==> src/rtl/bin2bcd_pkg.sv <==
// Shared constants for the sequential binary-to-BCD converter.
// FSM state encoding and the per-digit add-3 correction constants.
package bin2bcd_pkg;

    localparam logic [1:0] ST_IDLE  = 2'd0;
    localparam logic [1:0] ST_SHIFT = 2'd1;
    localparam logic [1:0] ST_DONE  = 2'd2;

    localparam logic [3:0] BCD_ADJ_THRESH = 4'd5;
    localparam logic [3:0] BCD_ADJ_ADD    = 4'd3;

    typedef enum logic [1:0] {
        S_IDLE  = ST_IDLE,
        S_SHIFT = ST_SHIFT,
        S_DONE  = ST_DONE
    } state_t;

endpackage

==> src/rtl/bcd_digit_adj.sv <==
// Double-dabble digit correction: a BCD digit of 5 or more gets +3 before
// the next left shift, so the shifted digit carries cleanly into the next one.
module bcd_digit_adj
    import bin2bcd_pkg::*;
(
    input  logic [3:0] digit,
    output logic [3:0] adj
);

    assign adj = (digit >= BCD_ADJ_THRESH) ? digit + BCD_ADJ_ADD : digit;

endmodule

==> src/rtl/bin2bcd_seq.sv <==
// Sequential shift-and-add-3 binary-to-BCD converter, one input bit per clock.
// Define BIN2BCD_SIGN_EN to treat bin_in as two's complement (magnitude + sign).
//
// state | meaning
// IDLE  | waiting for start
// SHIFT | adjusting and shifting one bit per clock, BIN_W cycles
// DONE  | one-cycle done pulse; a new start may be accepted here
module bin2bcd_seq
    import bin2bcd_pkg::*;
#(
    parameter int BIN_W  = 8,
    parameter int DIGITS = 3,
    parameter int CNT_W  = $clog2(BIN_W + 1)
) (
    input  logic                  clk,
    input  logic                  rst_n,
    input  logic                  start,
    input  logic [BIN_W-1:0]      bin_in,
    output logic                  busy,
    output logic                  done,
    output logic [4*DIGITS-1:0]   bcd_out,
    output logic                  overflow,
    output logic                  sign
);

    localparam int BCD_W = 4 * DIGITS;

    state_t             state_q, state_d;
    logic               accept;
    logic               last_shift;
    logic [CNT_W-1:0]   cnt_q;
    logic [BIN_W-1:0]   bin_sr;
    logic [BIN_W-1:0]   load_val;
    logic [BCD_W-1:0]   bcd_acc;
    logic [BCD_W-1:0]   bcd_adj;
    logic [BCD_W-1:0]   bcd_next;
    logic               ovf_acc;
    logic               ovf_next;

    for (genvar i = 0; i < DIGITS; i++) begin : g_adj
        bcd_digit_adj u_adj (
            .digit (bcd_acc[4*i +: 4]),
            .adj   (bcd_adj[4*i +: 4])
        );
    end

`ifdef BIN2BCD_SIGN_EN
    // BIN_W bits suffice: |-2^(BIN_W-1)| is still representable as unsigned.
    assign load_val = bin_in[BIN_W-1] ? (~bin_in + BIN_W'(1)) : bin_in;
`else
    assign load_val = bin_in;
`endif

    // A set bit leaving the top digit means the value needs more digits.
    assign bcd_next   = {bcd_adj[BCD_W-2:0], bin_sr[BIN_W-1]};
    assign ovf_next   = ovf_acc | bcd_adj[BCD_W-1];
    assign last_shift = (state_q == S_SHIFT) && (cnt_q == CNT_W'(1));

    always_ff @(posedge clk or negedge rst_n) begin
        if (!rst_n) begin
            state_q <= S_IDLE;
        end else begin
            state_q <= state_d;
        end
    end

    always_comb begin
        state_d = state_q;
        accept  = 1'b0;
        case (state_q)
            S_IDLE, S_DONE: begin
                if (start) begin
                    accept  = 1'b1;
                    state_d = S_SHIFT;
                end else begin
                    state_d = S_IDLE;
                end
            end
            S_SHIFT: begin
                if (cnt_q == CNT_W'(1)) begin
                    state_d = S_DONE;
                end
            end
            default: state_d = S_IDLE;
        endcase
    end

    assign busy = (state_q == S_SHIFT);
    assign done = (state_q == S_DONE);

    always_ff @(posedge clk or negedge rst_n) begin
        if (!rst_n) begin
            cnt_q    <= '0;
            bin_sr   <= '0;
            bcd_acc  <= '0;
            ovf_acc  <= 1'b0;
            bcd_out  <= '0;
            overflow <= 1'b0;
        end else if (accept) begin
            cnt_q   <= CNT_W'(BIN_W);
            bin_sr  <= load_val;
            bcd_acc <= '0;
            ovf_acc <= 1'b0;
        end else if (state_q == S_SHIFT) begin
            cnt_q   <= cnt_q - CNT_W'(1);
            bin_sr  <= {bin_sr[BIN_W-2:0], 1'b0};
            bcd_acc <= bcd_next;
            ovf_acc <= ovf_next;
            if (last_shift) begin
                bcd_out  <= bcd_next;
                overflow <= ovf_next;
            end
        end
    end

`ifdef BIN2BCD_SIGN_EN
    logic sign_acc;

    always_ff @(posedge clk or negedge rst_n) begin
        if (!rst_n) begin
            sign_acc <= 1'b0;
            sign     <= 1'b0;
        end else if (accept) begin
            sign_acc <= bin_in[BIN_W-1];
        end else if (last_shift) begin
            sign <= sign_acc;
        end
    end
`else
    assign sign = 1'b0;
`endif

endmodule

==> config.mk <==
export PLATFORM = sky130hd
export DESIGN_NAME = bin2bcd_seq
export DESIGN_NICKNAME = d
export VERILOG_FILES = /design/src/rtl/bin2bcd_pkg.sv /design/src/rtl/bcd_digit_adj.sv /design/src/rtl/bin2bcd_seq.sv
export SDC_FILE = /design/constraint.sdc
export NUM_CORES = 1
export LEC_CHECK = 0
export ABC_AREA = 0
export CAP_MARGIN = 10
export CORE_MARGIN = 2
export CORE_UTILIZATION = 54
export DETAILED_ROUTE_END_ITERATION = 10
export GPL_TIMING_DRIVEN = 0
export PLACE_DENSITY_LB_ADDON = 0.05
export SKIP_LAST_GASP = 1
export SLEW_MARGIN = 10
export SYNTH_ARGS = -nofsm -noshare
export SYNTH_HDL_FRONTEND = slang
export SYNTH_HIERARCHICAL = 1
export SYNTH_SLANG_ARGS = --single-unit
==> constraint.sdc <==
create_clock -name clk -period 1.65 [get_ports clk]
set_input_delay 0.2475 -clock clk [delete_from_list [all_inputs] [get_ports clk]]
set_output_delay 0.2475 -clock clk [all_outputs]
set_load 0.01 [all_outputs]
# Word level (Yosys, flattened, before mapping)
# Cells that the tools add are included.
# Widths: inputs -> output; s select.
# totals
register_bits	40
output_inout_bits	16
word_cells	41
# op_classes
add_sub_neg	4
order_cmp	3
n_eq_ne	4
mux	16
n_bitwise	2
n_reduce_logical	5
# ops
operator	count
$mux 12	2
$mux 4	5
$mux 8	2
$add 4x2->4 const B	3
$ge 4x3->1 const B	3
$mux 1	5
$eq 4x1->1 const B	1
$pmux 2 s2	1
$sub 4x1->4 const B	1
$reduce_and 3->1	1
$eq 2x1->1 const B	1
$eq 2x2->1 const B	1
$logic_not 2->1	1
$mux 2	1
$ne 2x1->1 const B	1
$reduce_bool 2->1	1
$reduce_or 2->1	1
$logic_and 1x1->1	1
$not 1->1	1
$or 1x1->1	1

# Depth between registers and ports, before layout
# Gate-level depths: netlist (run 1).
# depth
ltp_word	5
ltp_mapped	7

# Modules after synthesis
# Netlist (run 1), hierarchy kept.
# by_module_without_submodules
mod	instances	cells_per_inst	area_per_inst_um2	seq_area_each_um2
bin2bcd_seq	1	113	1621.6	1001.0
bcd_digit_adj	3	16	101.3	0.0

# Worst setup path before layout (run 1)
# Ideal clock, no wire load.
# synth_path
path_kind	register to register
start	register cnt_q[1]
end	register bcd_out[10]
setup_ps	125
arrival_time_ps	1345
slack_ps	180
stages_incl_launch_ff	7
path_buffers	1
synth_period_minus_slack_ps	1470
path_cell_list	dfrtp_1 > inv_1 > ha_1 > nor3b_4 > nand2_2 > buf_6 > mux2_4
# synth_via
elab_chain_cells	3
# synth_rtl
element	line	source
start, declared	bin2bcd_seq.sv:31	logic [CNT_W-1:0] cnt_q;
start signal, assigned	bin2bcd_seq.sv:100	cnt_q <= CNT_W'(BIN_W);
start signal, assigned	bin2bcd_seq.sv:105	cnt_q <= cnt_q - CNT_W'(1);
$eq 4x1->1	bin2bcd_seq.sv:57	assign last_shift = (state_q == S_SHIFT) && (cnt_q == CNT_W'(1));
$logic_and 1x1->1	bin2bcd_seq.sv:57	
$reduce_and 3->1 (no source line)	n/a	
end signal, assigned	bin2bcd_seq.sv:110	bcd_out <= bcd_next;
end, declared	bin2bcd_seq.sv:21	output logic [4*DIGITS-1:0] bcd_out,
# No other way between the ends.
# A chain may end at the register's enable or synchronous reset.

# Worst setup path in the final report (run 1)
# layout_path
start	register state_q[1]
end	output port busy
# layout_via
elab_chain_cells	1
# layout_rtl
element	line	source
start, declared	bin2bcd_seq.sv:28	state_t state_q, state_d;
start signal, assigned	bin2bcd_seq.sv:63	state_q <= state_d;
$eq 2x1->1	bin2bcd_seq.sv:88	assign busy = (state_q == S_SHIFT);
end, declared	bin2bcd_seq.sv:19	output logic busy,
# No other way between the ends.

==> results of run 1 <==
state kept, by name, indices dropped and copies added (netlist names):
register  count
state_q       2
bcd_out      12
overflow      1
cnt_q         4
ovf_acc       1
bcd_acc      12
bin_sr        8
worst max path at each step:
stage	start	end	slack, ps
finish	state_q[1]	busy	90
global route	bcd_acc[5]	bcd_acc[6]	8
CTS	state_q[1]	busy	-50
detailed placement	state_q[1]	busy	-130
global placement	rst_n	bin_sr[2]	-600
floorplan	cnt_q[1]	bcd_out[10]	180
power by group through the flow:
stage | logic (uW) | registers, uW | clock network [uW]
final | 2370 | 1760 | 532
after CTS | 2320 | 1770 | 548
after global placement | 2180 | 1760 | 0
after floorplan | 1560 | 1780 | 0
after detailed placement | 2280 | 1790 | 0
after global routing | 2650 | 1820 | 595
synth_stat cells:
master | count | area (sq um)
a211oi_1 | 1 | 7.510
a21o_1 | 7 | 52.55
a21oi_1 | 2 | 10.01
a21oi_2 | 3 | 26.28
a22o_1 | 20 | 175.2
a31oi_1 | 2 | 12.51
buf_2 | 4 | 20.02
buf_4 | 1 | 7.510
buf_6 | 1 | 11.26
clkbuf_1 | 1 | 3.750
conb_1 | 1 | 3.750
dfrtp_1 | 40 | 1001
ha_1 | 8 | 100.1
inv_1 | 9 | 33.78
inv_2 | 1 | 3.750
mux2_2 | 4 | 45.04
mux2_4 | 9 | 135.1
mux2i_1 | 3 | 30.03
nand2_1 | 12 | 45.04
nand2_2 | 1 | 6.260
nand2b_1 | 7 | 43.79
nand3b_1 | 1 | 7.510
nor2_1 | 7 | 26.28
nor2b_1 | 2 | 12.51
nor3_1 | 1 | 5.000
nor3b_4 | 1 | 18.77
o21ai_0 | 3 | 15.01
o21ai_1 | 3 | 15.01
o21bai_1 | 1 | 7.510
o2bb2ai_1 | 1 | 8.760
xnor2_1 | 3 | 26.28
xor2_1 | 1 | 8.760
cells by family after synthesis:
logic type / share of synthesized area (%)
compound gates: 17.15
xor+xnor: 1.820
fa+ha+maj: 5.198
buf+inv: 4.158
flops: 51.98
mux: 10.92
other cells: 0.1947
simple gates: 8.577
cell type report:
type	count	area [sq um]	area share, %
plain buffers	7	45.04	1.890
clock buffers	7	65.06	2.730
inverters	10	37.54	1.575
multi-input cells	104	847.1	35.54
flip-flops and latches	40	1002	42.05
well taps	46	57.56	2.415
repair buffers	34	329.1	13.81
stage by stage:
step	setup WS (ps)	setup TNS, ps	util (%)	instances
after floorplan	179.7	0	-	161
after global placement	-599.2	-24340	65.89	232
after detailed placement	-133.8	-576.1	66.56	233
after CTS	-45.23	-45.23	69.21	243
after global routing	8.154	0	70.32	248
final	88.35	0	70.32	248
timing repair:
action / CTS / global route
hold endpoints to repair: 20 / 0
buffers inserted: 2 / 5
gates resized for setup: 3 / 4
pin swaps: 0 / 3
hold buffers: 1 / 0
setup endpoints to repair: 11 / 11
per-layer routing:
metal	global-route usage [%]	routed length [um]	vias to the layer above	share of wire [%]
li1	-	-	644	-
met1	27.23	1689	647	47
met2	33.68	1780	23	49
met3	6.250	126	4	3.5
met4	4.076	19	0	0.53
met5	0	0	-	0
worst reg2reg max path, stage by stage, from the launching register on:
cell and delay [ps]:
dfrtp_1 420, inv_1 90, ha_1 140, nor3b_4 230
nand2_2 100, buf_6 180, mux2_4 300
==> impl_metrics.py, run 1 <==
metrics = {
    "critical_path": {
        "reg2reg_slack_ps": 90,
        "crit_arrival_ps": 1310,
        "end_kind": "output pin",
        "path_delay_family": "flip-flops",
        "cp_max_fo": 10,
        "worstReg2RegStart": "cnt_q[1]",
        "cp_num_cells": 4,
        "timing.rr.end": "bcd_out[10]",
        "cpMaxStageDelayCell": "dfrtp_1",
        "worstPathRequired_ps": 1400,
        "critical_path_class": "flop to output pin",
        "cp.buffers_inverters": 3,
        "worstSetupStartpointType": "flop",
        "critical_path.cell_chain": "nand2b_1, inv_2, buf_4, clkbuf_2",
        "rr_worst_depth": 6,
        "critPathMaxStageDelay_ps": 400,
    },
    "cts": {
        "cts_buffers": 5,
        "clk_pin_slew_worst_paths_ps": 110,
        "clock_latency_ps": 340,
        "cts_sinks": 40,
        "cts_tree": "done",
        "htree_levels": 2,
        "cts-root-buf": "clkbuf_4",
        "clockBufferDepth": 2,
    },
    "die": {
        "dieHeight_um": 63.72,
        "initial_core_util_pct": 56.81,
        "dieArea_sq_um": 4060,
        "io_pins": 27,
        "core-area_sq_um": 3390,
        "placementRows": 21,
        "die_x_um": 63.72,
    },
    "power_and_ir_drop": {
        "ir_drop_uv": 952.6,
        "p_switching_uw": 1717,
        "power_density_nw_per_um2": 1957,
        "pwr-share-clk_pct": 11.4,
        "internal-power_uw": 2948,
        "finalPower_uw": 4666,
        "power_frac_comb_pct": 50.8,
        "power.leakage_uw": 0.001196,
        "swShare_pct": 36.81,
        "pwr-share-seq_pct": 37.8,
    },
    "grt": {
        "grt_pass1_wl_mm": 6.410,
        "grt_max_degree": 22,
        "grt_antenna_before_repair": 0,
        "grt.total_usage_pct": 20.60,
        "grt_pass1_vias": 1375,
        "overflow": 0,
    },
    "route": {
        "drt-total-wl_mm": 3.615,
        "drt-pass1-iter-count": 4,
        "wl_per_cell_um": 14.58,
        "ant_nets": 0,
        "first_iter_violations": 82,
        "via_per_inst": 5.315,
        "drc": 0,
        "vias": 1318,
    },
    "sta": {
        "slew_headroom_pct": 66.24,
        "rsz0062_at_grt": "false",
        "fin_crit_ps": 1562,
        "finalHoldViolations": 0,
        "period_share_pct": 94.65,
        "worst_pin_slew_ps": 506.4,
        "hold_ws_ps": 396.2,
        "setup_viol": 0,
        "drv_slew": 0,
        "finalClockSkew_ps": 5.784,
        "fmax_mhz": 640.3,
    },
    "yosys": {
        "synth_cells": 161,
        "syn_area_sq_um": 1926,
        "netlist-cell-type-count": 32,
        "ys_warn_count": 6,
        "synthesis.nets": 180,
        "ys_ff_latch": 40,
        "syn_area_per_cell_sq_um": 11.96,
        "ys_seq_area_share_pct": 51.98,
    },
    "placed_design": {
        "dp_hpwl_mm": 2.549,
        "place_congestion": 0.8081,
        "placed_cell_area_sq_um": 2256,
        "portBuffers": 25,
    },
    "finish": {
        "mostFrequentLayoutCells": "dfrtp_1, clkdlybuf4s50_1, a22o_1, nand2_1",
        "n_antenna_cell": 0,
        "area_delta_synth_final_pct": 23.78,
        "layout_commonest_cell": "dfrtp_1",
        "drive_gt1_share_pct": 21.78,
        "nets": 221,
        "num-fill-cells": 260,
        "design_area_sq_um": 2384,
    },
    "min_path": {
        "hp-class": "input pin to asynchronous set/reset pin",
    },
    "status": {
        "status": "finished, final reports clean",
    },
    "run": {
        "drv_cap": 0,
    },
}
Power figures use the tool's default switching activity.
==> run 2: changes to the inputs <==
- CTS_CLUSTER_SIZE: default -> 28
==> results of run 2 <==
The final DEF is identical to that of run 1; final timing and power are the same.
